`config.mk`:
```
export PLATFORM = sky130hd
export DESIGN_NAME = tmds_channel_encoder
export DESIGN_NICKNAME = d
export VERILOG_FILES = /design/src/rtl/tmds_channel_encoder.sv
export SDC_FILE = /design/constraint.sdc
export NUM_CORES = 1
export LEC_CHECK = 0
export BUFFER_PORTS_ARGS = -buffer_cell sky130_fd_sc_hd__buf_2
export CORE_MARGIN = 5
export CORE_UTILIZATION = 50
export CTS_BUF_LIST = sky130_fd_sc_hd__clkbuf_4 sky130_fd_sc_hd__clkbuf_8
export CTS_CLUSTER_SIZE = 20
export DETAILED_ROUTE_END_ITERATION = 12
export GPL_TIMING_DRIVEN = 0
export PLACE_DENSITY_LB_ADDON = 0.25
export SLEW_MARGIN = 5
export SYNTH_ARGS = -nofsm -noshare
export SYNTH_HDL_FRONTEND = slang
export SYNTH_SLANG_ARGS = --single-unit
```
`constraint.sdc`:
```
create_clock -name clkin -period 5.65 [get_ports clkin]
set_input_delay 0.2825 -clock clkin [delete_from_list [all_inputs] [get_ports clkin]]
set_output_delay 0.2825 -clock clkin [all_outputs]
set_load 0.02 [all_outputs]
```
`src/rtl/tmds_channel_encoder.sv`:
```
// tmds_channel_encoder: multi-channel HDMI TMDS encoder covering video (8b/10b
// with DC balance), control, video/data-island guard bands and TERC4 symbols.
// Two-stage pipeline, shared clock enable; channel k takes guard-band role k%3.
// Ports:
//   clkin      - pixel clock
//   rstin      - asynchronous active-high reset
//   ce         - clock enable; all pipeline state holds while low
//   mode       - period type (0 ctrl, 1 video, 2 video GB, 3 island, 4 island GB)
//   video_data - 8 bits per channel, channel k at [8k+7:8k]
//   ctrl       - {c1,c0} per channel, channel k at [2k+1:2k]
//   aux        - TERC4 nibble per channel, channel k at [4k+3:4k]
//   tmds       - 10-bit symbol per channel, channel k at [10k+9:10k], bit 0 first
module tmds_channel_encoder #(
    parameter int CHANNELS = 3
) (
    input  logic                   clkin,
    input  logic                   rstin,
    input  logic                   ce,
    input  logic [2:0]             mode,
    input  logic [8*CHANNELS-1:0]  video_data,
    input  logic [2*CHANNELS-1:0]  ctrl,
    input  logic [4*CHANNELS-1:0]  aux,
    output logic [10*CHANNELS-1:0] tmds
);

    localparam logic [2:0] MODE_CTRL  = 3'd0;
    localparam logic [2:0] MODE_VIDEO = 3'd1;
    localparam logic [2:0] MODE_VGB   = 3'd2;
    localparam logic [2:0] MODE_DI    = 3'd3;
    localparam logic [2:0] MODE_DIGB  = 3'd4;

    localparam logic [9:0] SYM_CTRL00 = 10'b1101010100;
    localparam logic [9:0] SYM_GB_A   = 10'b1011001100;
    localparam logic [9:0] SYM_GB_B   = 10'b0100110011;

    function automatic logic [3:0] f_ones8(input logic [7:0] v);
        logic [3:0] n;
        n = 4'd0;
        for (int i = 0; i < 8; i++) begin
            n = n + {3'b000, v[i]};
        end
        return n;
    endfunction

    function automatic logic [9:0] f_ctrl(input logic [1:0] c);
        logic [9:0] s;
        case (c)
            2'b00:   s = 10'b1101010100;
            2'b01:   s = 10'b0010101011;
            2'b10:   s = 10'b0101010100;
            default: s = 10'b1010101011;
        endcase
        return s;
    endfunction

    function automatic logic [9:0] f_terc4(input logic [3:0] n);
        logic [9:0] s;
        case (n)
            4'h0:    s = 10'b1010011100;
            4'h1:    s = 10'b1001100011;
            4'h2:    s = 10'b1011100100;
            4'h3:    s = 10'b1011100010;
            4'h4:    s = 10'b0101110001;
            4'h5:    s = 10'b0100011110;
            4'h6:    s = 10'b0110001110;
            4'h7:    s = 10'b0100111100;
            4'h8:    s = 10'b1011001100;
            4'h9:    s = 10'b0100111001;
            4'hA:    s = 10'b0110011100;
            4'hB:    s = 10'b1011000111;
            4'hC:    s = 10'b1010001110;
            4'hD:    s = 10'b1001110001;
            4'hE:    s = 10'b0101100011;
            default: s = 10'b1011000011;
        endcase
        return s;
    endfunction

    // Stage-1 mode is shared by every channel.
    logic [2:0] r_mode;
    logic       w_is_video;

    always_ff @(posedge clkin or posedge rstin) begin
        if (rstin) begin
            r_mode <= MODE_CTRL;
        end else if (ce) begin
            r_mode <= mode;
        end
    end

    assign w_is_video = (r_mode == MODE_VIDEO);

    for (genvar k = 0; k < CHANNELS; k++) begin : g_ch
        localparam int ROLE = k % 3;

        logic [7:0]        w_d;
        logic [3:0]        w_n1;
        logic              w_xnor;
        logic [8:0]        w_qm;
        logic [1:0]        r_ctrl;
        logic [3:0]        r_aux;
        logic [8:0]        r_qm;
        logic [3:0]        w_n1q;
        logic signed [5:0] w_diff;
        logic signed [5:0] w_cnt_nxt;
        logic signed [5:0] r_cnt;
        logic [9:0]        w_vid;
        logic [9:0]        w_sym;
        logic [9:0]        r_sym;

        assign w_d = video_data[8*k +: 8];

        // Transition-minimising stage: XNOR chain when ones dominate.
        always_comb begin
            w_n1   = f_ones8(w_d);
            w_xnor = (w_n1 > 4'd4) || ((w_n1 == 4'd4) && !w_d[0]);
            w_qm   = '0;
            w_qm[0] = w_d[0];
            for (int i = 1; i < 8; i++) begin
                w_qm[i] = w_xnor ? ~(w_qm[i-1] ^ w_d[i])
                                 :  (w_qm[i-1] ^ w_d[i]);
            end
            w_qm[8] = ~w_xnor;
        end

        always_ff @(posedge clkin or posedge rstin) begin
            if (rstin) begin
                r_ctrl <= 2'b00;
                r_aux  <= 4'h0;
                r_qm   <= 9'd0;
            end else if (ce) begin
                r_ctrl <= ctrl[2*k +: 2];
                r_aux  <= aux[4*k +: 4];
                r_qm   <= w_qm;
            end
        end

        // DC-balance stage. w_diff is N1q-N0q = 2*N1q-8.
        always_comb begin
            w_n1q  = f_ones8(r_qm[7:0]);
            w_diff = $signed({1'b0, w_n1q, 1'b0}) - 6'sd8;
            if ((r_cnt == 6'sd0) || (w_diff == 6'sd0)) begin
                w_vid = {~r_qm[8], r_qm[8],
                         r_qm[8] ? r_qm[7:0] : ~r_qm[7:0]};
                w_cnt_nxt = r_qm[8] ? (r_cnt + w_diff)
                                    : (r_cnt - w_diff);
            end else if (((r_cnt > 6'sd0) && (w_diff > 6'sd0)) ||
                         ((r_cnt < 6'sd0) && (w_diff < 6'sd0))) begin
                w_vid     = {1'b1, r_qm[8], ~r_qm[7:0]};
                w_cnt_nxt = r_cnt - w_diff
                          + (r_qm[8] ? 6'sd2 : 6'sd0);
            end else begin
                w_vid     = {1'b0, r_qm[8], r_qm[7:0]};
                w_cnt_nxt = r_cnt + w_diff
                          - (r_qm[8] ? 6'sd0 : 6'sd2);
            end
        end

        // Codes 5-7 fall through to control.
        always_comb begin
            case (r_mode)
                MODE_VIDEO: w_sym = w_vid;
                MODE_VGB:   w_sym = (ROLE == 1) ? SYM_GB_B : SYM_GB_A;
                MODE_DI:    w_sym = f_terc4(r_aux);
                MODE_DIGB:  w_sym = (ROLE == 0) ? f_terc4(r_aux) : SYM_GB_B;
                default:    w_sym = f_ctrl(r_ctrl);
            endcase
        end

        // Disparity never survives a non-video period.
        always_ff @(posedge clkin or posedge rstin) begin
            if (rstin) begin
                r_sym <= SYM_CTRL00;
                r_cnt <= 6'sd0;
            end else if (ce) begin
                r_sym <= w_sym;
                r_cnt <= w_is_video ? w_cnt_nxt : 6'sd0;
            end
        end

        assign tmds[10*k +: 10] = r_sym;
    end

endmodule

```
Word level (Yosys, flattened, before mapping)
Memories as Yosys holds them, arrays and structs flattened.
Cells that the tools add are included.
Widths: inputs -> output; s select.

cells by class
  add/sub/neg operators = 57
  equality and inequality tests = 13
  div/mod/pow operators = 0
  order comparisons = 15
  reductions and logical operators = 31
  shifts and indexed selects = 0
  multiply operators = 0
  mux-type cells = 54
  bitwise operators = 51

operators with widths
  cell                 number
  $pmux 10 s3          4
  $add 4x1->4          24
  $pmux 10 s4          2
  $mux 6               12
  $mux 10              6
  $gt 6x1->1 const B   6
  $logic_not 6->1      6
  $lt 6x1->1 const B   6
  $not 1->1            27
  $add 3x1->4          6
  $mux 8               3
  $not 8->8            3
  $mux 1               21
  $xor 1x1->1          21
  $add 2x1->3          6
  $add 6x3->6          3
  $add 6x6->6          3
  $sub 5x4->6 const B  3
  $sub 6x3->6          3
  $sub 6x6->6          3
  $add 1x1->2          6
  $eq 4x3->1 const B   3
  $gt 4x3->1 const B   3
  $mux 2               6
  10 further kinds     35

storage, ports and cells
  output and inout port bits = 30
  memory bits (read-only) = 640
  RAM bits = 0
  memories kept = 4
  logic and storage cells = 241
  register bits = 96
  input port bits = 48
  latch bits = 0

memory list
  memory            depth  width  rd ports  clocked after memory_dff  write ports  line  source
  (name not given)  16     10     1         0                         0            58    case (n)
  (name not given)  16     10     1         0                         0            58
  (name not given)  16     10     1         0                         0            58
  (name not given)  16     10     1         0                         0            58

Depth between registers and ports, before layout
  word-level depth = 29
  gate-level depth with buffers = 18
  depth with buffers taken out = 18

Least setup slack after synthesis
Ideal clock, no wire load.

  path type = reg-to-reg
  start point = reg g_ch[2].r_qm[0]
  end point = reg g_ch[2].r_sym[1]
  data required time = 5.524 ns
  setup time = 0.126 ns
  path slack = 0.967 ns
  clock period less this slack = 4.683 ns
  arrival = 4.557 ns
  cell stages (with the launch flop) = 16
  path buffers = 0
  cells stage by stage = dfrtp_1 > inv_1 > fa_1 > fa_1 > fa_1 > inv_1 > ha_1 > fa_1 > xor2_1 > ha_1 > or3b_2 > o21ai_2 > mux2i_2 > xnor2_1 > nor2_1 > o32a_1

on the way
  word-level cells in the longest chain between the ends = 14
  elaborated cells between the ends (all ways) = 18
  classes of those cells = 8 x add/sub; 2 x order compare; 3 x mux; 5 x reduce/logical

ends and longest elaborated chain
  what                                      line      source
  start, declared                           102       logic [8:0] r_qm;
  start signal, assigned                    134       r_qm <= w_qm;
  $add 1x1->2 (*)                           40        n = n + {3'b000, v[i]};
  $add 2x1->3 (*)                           40
  $add 3x1->4 (*)                           40
  $add 4x1->4 (*) (4 in series)             40
  $sub 5x4->6 (*)                           141       w_diff = $signed({1'b0, w_n1q, 1'b0}) - 6'sd8;
  $gt 6x1->1 or $lt 6x1->1 (tied branches)  147, 148
  $logic_and 1x1->1 (on tied branches)      147, 148
  $logic_or 1x1->1                          147       end else if (((r_cnt > 6'sd0) && (w_diff > 6'sd0)) ||
  $mux 10                                   147
  $mux 10 (*)                               142       if ((r_cnt == 6'sd0) || (w_diff == 6'sd0)) begin
  $pmux 10 s4 (*)                           161       case (r_mode)
  end signal, assigned                      176       r_sym <= w_sym;
  end, declared                             109       logic [9:0] r_sym;

Every way passes the cells marked *; elsewhere a longest branch is shown, timed or not.
A chain may end at the register's enable or synchronous reset.

Worst setup path after layout
  start point = reg g_ch[2].r_qm[0]
  end point = reg g_ch[2].r_sym[4]

The elaborated chain is that of the path after synthesis.

==> impl_results.md <==
* Main flop type after synthesis: dfrtp_1
* EDFF count, synth at 0
* First-pass GRT wire length at about 37000 µm
* Placer Congestion at roughly 0.9
* Setup violators final at 0
* Area growth syn-to-layout at 10.66%
* Die Y-Extent at approximately 140 µm
* Hold Startpoint: aux[5]
* Most frequent cells in the layout: 114 x inv_1, 101 x nor2_1, 99 x ha_1
* Fillers at ~1600
* Status: completed
* Clk_lat worst skew at roughly 0.38 ns
* CTS tree: yes
* Critical Path AT at roughly 5.6 ns
* Initial antenna violation count at 0
* Die area at between 0.015 and 0.02 mm²
* Max clock buf depth at 2
* Cells after Synth at about 990
* Vias at around 7200
* Worst-Margin Slew at roughly 1.1 ns
* WL/cell at approximately 17 µm
* CP required at 5.94 ns
* RSZ-0062 raised after global routing: false
* Starting Density at 50.43%
* I/O Buffers at slightly below 80
* Clk slew on worst S/H paths at 0.09 ns
* Critical path endpoint category: flop
* # rows at 48
* IO Pins at 78
* CTS buffer count at 9
* Setup TNS at 0 ns
* Synth async-reset ratio at between 90% and 100%
* Yosys top cell by area: dfrtp_1
* Via density at ~5.5
* Reg2reg end: g_ch[2].r_sym[4]
* Detail Route Antenna Nets at 0
* First-pass DRT Iterations at 5
* Multi-input gate area in the final layout at 0.005655 mm²
* H-Tree Level Count at 3
* FF-to-FF setup slack at roughly 0.35 ns
* Synth Net Count at 1169
* Worst reg2reg startpoint: g_ch[2].r_qm[0]
* Final Skew at around 0.013 ns
* Final WS setup at around 0.35 ns
* Part of the cycle the worst path needs at a little over nine tenths
* Main area contributors after synthesis: dfrtp_1 23%, ha_1 14%, fa_1 7.0%
* Register area share after synthesis at a little over a quarter
* CP Launch Point: g_ch[2].r_qm[0]
* Worst Hold Depth at 3
* Max cap viols at 0
* Layout cells sized above 1 at between 10% and 20%
* Worst Setup Start Kind: flop
* Post-CTS Setup Bufs at 0
* Hold Violations, Final at 0
* Post-Syn Area at about 0.0086 mm²
* Total Routing Usage GR at 22.73%
* Post-route DRC at 0
* Type of the tightest min-delay check: in -> reg
* YS warnings at 0
* Flops & latches, synth at 93
* FF-to-FF path depth at 15
* Antenna fix cells at 0
* Relative slew slack at about a quarter
* Hpwl dp at ~17000 µm
* Reg area at 0.002346 mm²
* CTS Sinks at 93
* Synth top area share at a little under a quarter
* Hold Path End: g_ch[1].r_aux[1]
* Core area at about 0.017 mm²
* CTS root buf: clkbuf_8
* Synth cell types at between 50 and 60
* Crit path max fanout at 9
* Pre-CTS WS at between 0.1 and 0.15 ns
* Maximum clock frequency at 0.1885 GHz
* Most common cell after layout, fill and taps aside: inv_1
* Crit path time final at ~5.3 ns
* Synth Area per Inst at approximately 8.7 µm²
* Number of global-route vias before repair at slightly above 7000
* Post-layout nets at about 1300
* Initial DRC count at 376
* Overflow left after global routing at 0
* Fin. max-slew vios at 0
* Crit path kind: reg -> reg
* Pin count of the biggest net entering global routing at slightly above 60
* Total Wirelength at 21980 µm
* Die W at about 140 µm
## metrics by stage
stage	hold WS, ns	std cells	instance area, µm²	util (%)
after floorplan	0.4035	992	8601	-
after global placement	0.4729	1294	9268	54.34
after detailed placement	0.3362	1295	9298	54.51
after CTS	0.1004	1312	9509	55.75
after global routing	0.1101	1312	9518	55.80
final	0.1070	1312	9518	55.80
## layer usage
metal	up-vias	part of all wire, %	global-route usage, %
li1	3518	-	-
met1	3488	45	31.13
met2	180	49	38.40
met3	19	4.9	2.544
met4	0	1.5	5.864
met5	-	0	0
## repair_timing
action | in CTS | in global routing
resized for setup | 0 | 1
endpoints found under the hold margin | 25 | 0
endpoints found under the setup margin | 0 | 1
hold buffers | 1 | 0
## how the worst max path moves through the flow
| stage | endpoint | slack, ns | cells past startpoint |
|---|---|---|---|
| floorplan | g_ch[2].r_sym[1] | 0.97 | 15 |
| global placement | g_ch[2].r_sym[4] | 0.20 | 15 |
| detailed placement | g_ch[2].r_sym[4] | 0.15 | 15 |
| CTS | g_ch[2].r_sym[4] | 0.11 | 15 |
| global route | g_ch[2].r_sym[4] | 0.10 | 15 |
| finish | g_ch[2].r_sym[4] | 0.35 | 15 |
## synthesized netlist by cell type, drive strengths merged, types with 3 or more instances
library cell	instances
a2111oi	4
a211oi	12
a21o	8
a21oi	54
a221o	3
a221oi	9
a31oi	6
buf	3
clkbuf	37
clkinv	4
dfrtp	78
dfstp	15
fa	30
ha	99
inv	115
mux2	10
mux2i	22
nand2	73
nand2b	20
nand3	14
nand3b	3
nor2	101
nor2b	7
nor3	9
nor3b	8
o211ai	8
o21a	4
o21ai	77
o21bai	12
o221ai	5
o22ai	9
o2bb2ai	3
o31ai	6
o32a	10
or2	3
xnor2	68
xor2	29
## cell families after synthesis
logic type	synth area share, %
buf+inv	7.070
xor+xnor	9.878
simple gates	12.41
mux	4.102
flops	27.28
fa+ha+maj	21.50
compound gates	17.76
## registers in the layout, summed over array words and instances, names as in the netlist
name and count:
r_mode 3, g_ch.r_ctrl 6, g_ch.r_aux 12, g_ch.r_sym 30
g_ch.r_qm 27, g_ch.r_cnt 15
## cell type report
class / instances / area share [%]
Buffer: 40 / 1.696
Clock buffer: 12 / 1.604
Clock inverter: 4 / 0.5127
Inverter: 119 / 4.719
Multi-Input combinational cell: 740 / 59.42
Sequential cell: 93 / 24.65
Tap cell: 225 / 2.958
Timing Repair Buffer: 79 / 4.443
## critical path, cell delays in order, from the launching register on
cell	delay (ns)
dfrtp_1	0.33
inv_1	0.09
fa_1	0.57
fa_1	0.44
fa_1	0.49
inv_1	0.04
ha_1	0.20
fa_1	0.38
xor2_1	0.23
ha_1	0.18
or3b_2	0.50
o21ai_2	0.32
mux2i_4	0.49
xnor2_1	0.17
a2111oi_0	0.67
nor2_1	0.11
Power is not shown: default switching activity piles up to over one toggle a cycle in this logic, so the estimate is an artifact.
